**config.mk**
```make
export PLATFORM = sky130hd
export DESIGN_NAME = alu_multicycle
export DESIGN_NICKNAME = d
export VERILOG_FILES = /design/src/rtl/alu_multicycle.sv
export SDC_FILE = /design/constraint.sdc
export NUM_CORES = 1
export LEC_CHECK = 0
export ABC_AREA = 1
export BUFFER_PORTS_ARGS = -buffer_cell sky130_fd_sc_hd__buf_4
export CORE_ASPECT_RATIO = 0.9
export CORE_MARGIN = 3
export CORE_UTILIZATION = 55
export CTS_CLUSTER_DIAMETER = 150
export DETAILED_ROUTE_END_ITERATION = 10
export GPL_ROUTABILITY_DRIVEN = 0
export PLACE_DENSITY = 0.78
export SYNTH_ARGS = -nofsm -noshare
export SYNTH_HDL_FRONTEND = slang
export SYNTH_SLANG_ARGS = --single-unit
```
**constraint.sdc**
```tcl
create_clock -name clk_i -period 6.8 [get_ports clk_i]
set_input_delay 1.36 -clock clk_i [delete_from_list [all_inputs] [get_ports clk_i]]
set_output_delay 1.36 -clock clk_i [all_outputs]
set_load 0.05 [all_outputs]
```
**src/rtl/alu_multicycle.sv**
```systemverilog
// Execute-stage ALU: single-cycle add/sub/and/or plus an iterative shift-add multiplier.
// A start/busy/done handshake lets the pipeline stall while a multiply is in flight.
module alu_multicycle #(
  parameter int WIDTH = 32,
  parameter int CNT_W = 5
) (
  input  logic             clk_i,
  input  logic             rst_i,
  input  logic             start_i,
  input  logic [2:0]       ALUCtrl_i,
  input  logic [WIDTH-1:0] data1_i,
  input  logic [WIDTH-1:0] data2_i,
  output logic [WIDTH-1:0] data_o,
  output logic             zero_o,
  output logic             busy_o,
  output logic             done_o
);

  typedef enum logic {IDLE, MUL} state_t;

  localparam logic [2:0] OP_AND = 3'b000;
  localparam logic [2:0] OP_OR  = 3'b001;
  localparam logic [2:0] OP_ADD = 3'b010;
  localparam logic [2:0] OP_SUB = 3'b110;
  localparam logic [2:0] OP_MUL = 3'b101;

  state_t           state, state_n;
  logic [WIDTH-1:0] a_reg, a_n;
  logic [WIDTH-1:0] b_reg, b_n;
  logic [WIDTH-1:0] acc, acc_n;
  logic [CNT_W-1:0] cnt, cnt_n;
  logic [WIDTH-1:0] data_n;
  logic             zero_n;
  logic             done_n;
  logic [WIDTH-1:0] single_res;
  logic [WIDTH-1:0] acc_sum;

  assign busy_o = (state == MUL);

  always_ff @(posedge clk_i or posedge rst_i) begin
    if (rst_i) begin
      state  <= IDLE;
      a_reg  <= '0;
      b_reg  <= '0;
      acc    <= '0;
      cnt    <= '0;
      data_o <= '0;
      zero_o <= 1'b1;
      done_o <= 1'b0;
    end else begin
      state  <= state_n;
      a_reg  <= a_n;
      b_reg  <= b_n;
      acc    <= acc_n;
      cnt    <= cnt_n;
      data_o <= data_n;
      zero_o <= zero_n;
      done_o <= done_n;
    end
  end

  // Undefined codes fall through to zero so they still complete with a done pulse.
  always_comb begin
    single_res = '0;
    case (ALUCtrl_i)
      OP_ADD:  single_res = data1_i + data2_i;
      OP_SUB:  single_res = data1_i - data2_i;
      OP_AND:  single_res = data1_i & data2_i;
      OP_OR:   single_res = data1_i | data2_i;
      default: single_res = '0;
    endcase
  end

  assign acc_sum = acc + (b_reg[0] ? a_reg : '0);

  always_comb begin
    state_n = state;
    a_n     = a_reg;
    b_n     = b_reg;
    acc_n   = acc;
    cnt_n   = cnt;
    data_n  = data_o;
    zero_n  = zero_o;
    done_n  = 1'b0;
    case (state)
      IDLE: begin
        if (start_i) begin
          if (ALUCtrl_i == OP_MUL) begin
            a_n     = data1_i;
            b_n     = data2_i;
            acc_n   = '0;
            cnt_n   = '0;
            state_n = MUL;
          end else begin
            data_n = single_res;
            zero_n = (single_res == '0);
            done_n = 1'b1;
          end
        end
      end
      MUL: begin
        acc_n = acc_sum;
        a_n   = a_reg << 1;
        b_n   = b_reg >> 1;
        cnt_n = cnt + CNT_W'(1);
        // The WIDTH-th iteration writes its sum straight to the result register.
        if (cnt == CNT_W'(WIDTH - 1)) begin
          data_n  = acc_sum;
          zero_n  = (acc_sum == '0);
          done_n  = 1'b1;
          state_n = IDLE;
        end
      end
      default: state_n = IDLE;
    endcase
  end

endmodule

```
==> metrics.cfg <==
[final_layout]
n_antenna_cell = 0
area_delta_synth_final_pct = 13.2
fin_nets = 2183
register_area_sq_um = 3410
post-route-util = 0.639
drive_gt1_frac = 0.0919
multi_input_area_sq_um = 7490
fill_cells = 2034

[worst_setup_path]
path_delay_family = simple AND/OR/NAND/NOR gates
cpMostUsedCell = nand2_1
crit_arrival_ps = 5490
cp_num_buf_inv = 5
start_kind = input port
r2r_slack_ps = 3080
critPathKind = in2reg
crit_fanout = 5
worstSetupEndpointType = register
cp_slowest_cell = ha_1
cp_data_required_time_ps = 7170
slowest_delay_ps = 370

[clocking]
clock-sinks = 136
numCtsBuffers = 17
cts_resized = 0
cts_root_buf = clkbuf_16
cts_tree = built
clk_pin_slew_ps = 70
worstSkewPairLatency_ps = 440
post_cts_buffers = 0
htreeDepth = 4
clockBufferDepth = 2
postCtsHoldBufs = 0

[placement]
post-dp-hpwl_um = 31200
port_buffers = 104

[detailed_routing]
drc = 0
drt-initial-drc-count = 1816
drt-pass1-iter-count = 7
wl_per_cell_um = 17.4
detail-route-antenna-nets = 0
drt-total-wl_um = 40900
vias = 13600
via_per_inst = 5.79

[synth]
ys_top_cells_by_area = dfrtp_1 (27%), nand2_1 (20%), inv_1 (9.6%)
synth_edf_count = 0
ys_ff_latch = 136
yosysWarnings = 0
synthDistinctLibCells = 50
synth_top_cell_area_share = 0.274
netlist_instances = 1963
synth_seq_area_share = 0.277
synthFlopType = dfrtp_1
syn_nets = 2102
avgSynthCellArea_sq_um = 6.27
async_reset_ff_frac = 1.00
synth_area_sq_um = 12300
netlist.top_cell.by_area = dfrtp_1

[timing]
rsz0062_at_grt = false
holdWs_ps = 487
fmax_mhz = 195
worstMarginPinSlew_ps = 1120
finClkSkew_ps = 12.4
slew_violations = 0
final.setup.tns_ps = 0
period_share = 0.753
setup_violations = 0
timing.final.crit_period_ps = 5120
relSlewSlack = 0.249
finalHoldViolations = 0

[grt]
antenna_found_initial = 0
grt_pass1_wl_um = 64500
grt_pass1_vias = 12600
grt_overflow_total = 0
grt_max_degree = 83
grtUsageTotal = 0.335

[job]
drv_cap = 0

[power]
cellPowerDensity_nw_per_um2 = 328
ir_worst_vdd_mv = 0.304
leakage_nw = 7.68

[die]
start_util = 0.564
die_w_um = 164
coreArea_sq_um = 21800
pin_count = 105
die_area_sq_um = 24200
die_h_um = 148
num_rows = 51

[run_status]
status = finished, final reports clean

[worst_hold_path]
hold_class = reg2reg

## final timing paths
path,start,endpoint,cells past startpoint
max in group asynchronous,rst_i,a_reg[11],3
min reg2reg,b_reg[5],b_reg[5],2
max reg2reg,b_reg[0],zero_o,19
min,b_reg[5],b_reg[5],2
min in group asynchronous,rst_i,data_o[5],2
max,data2_i[0],zero_o,32
## Yosys cell counts, types with 18 or more instances
cell type	count
a21oi_1	81
a31oi_1	24
clkbuf_1	38
dfrtp_1	135
ha_1	67
inv_1	315
nand2_1	653
nand3_1	119
nand4_1	27
nor2_1	179
nor3_1	18
o211ai_1	34
o21ai_0	64
o221ai_1	27
o31ai_1	23
xor2_1	41
## layout make-up
class	instances	share of cell area
clock inverter	12	0.0117
inverter	323	0.0874
multi-input combinational	1454	0.537
tap	291	0.0261
sequential	136	0.244
timing repair buffer	112	0.0603
clock buffer	20	0.0328
## where the power goes
| part | internal [mW] | leakage, nW | switching, mW |
|---|---|---|---|
| clock network | 0.602 | 0.298 | 0.406 |
| logic | 0.708 | 5.65 | 1.49 |
| registers | 1.14 | 1.74 | 0.225 |
| total | 2.45 | 7.68 | 2.12 |
## cells in the final DEF (no fill, tap or decap), types with 24 or more instances in the layout
| master | count |
|---|---|
| inv_1 | 314 |
| dfrtp_1 | 134 |
| o211ai_1 | 34 |
| ha_1 | 67 |
| o221ai_1 | 27 |
| buf_4 | 112 |
| nand4_1 | 27 |
| nand2_1 | 652 |
| nor2_1 | 178 |
| nand3_1 | 119 |
| o21ai_0 | 64 |
| a21oi_1 | 81 |
| a31oi_1 | 24 |
| xor2_1 | 41 |
## kinds of logic after synthesis
group / share of synthesized area
AO/OA/AOI/OAI: 0.151
XOR/XNOR: 0.0341
adder cells (fa/ha/maj): 0.0713
buffers and inverters: 0.117
flip-flops: 0.277
AND/OR/NAND/NOR: 0.350
## metrics by stage
| step | setup slack (ps) | power [mW] | instances | cell area [sq um] |
|---|---|---|---|---|
| finish | 1680 | 4.57 | 2348 | 13900 |
| global route | 1280 | 4.86 | 2348 | 13900 |
| CTS | 1830 | 4.54 | 2348 | 13900 |
| detailed placement | 1420 | 3.52 | 2316 | 13300 |
| global placement | 1450 | 3.47 | 2316 | 13300 |
| floorplan | 1800 | 2.90 | 1963 | 12300 |
## metal layers
metal | share of wire | vias to the layer above | GRT usage
met5 | 0 | - | 0
met4 | 0.045 | 0 | 0.142
met3 | 0.10 | 135 | 0.0639
met2 | 0.42 | 815 | 0.516
met1 | 0.43 | 6164 | 0.462
li1 | - | 6473 | -
## tightest hold or removal path, stage by stage (launching register included)
cell     delay (ps)
dfrtp_1         350
nand2_1          60
nand3_1          50
(Power assumes the default switching activity.)
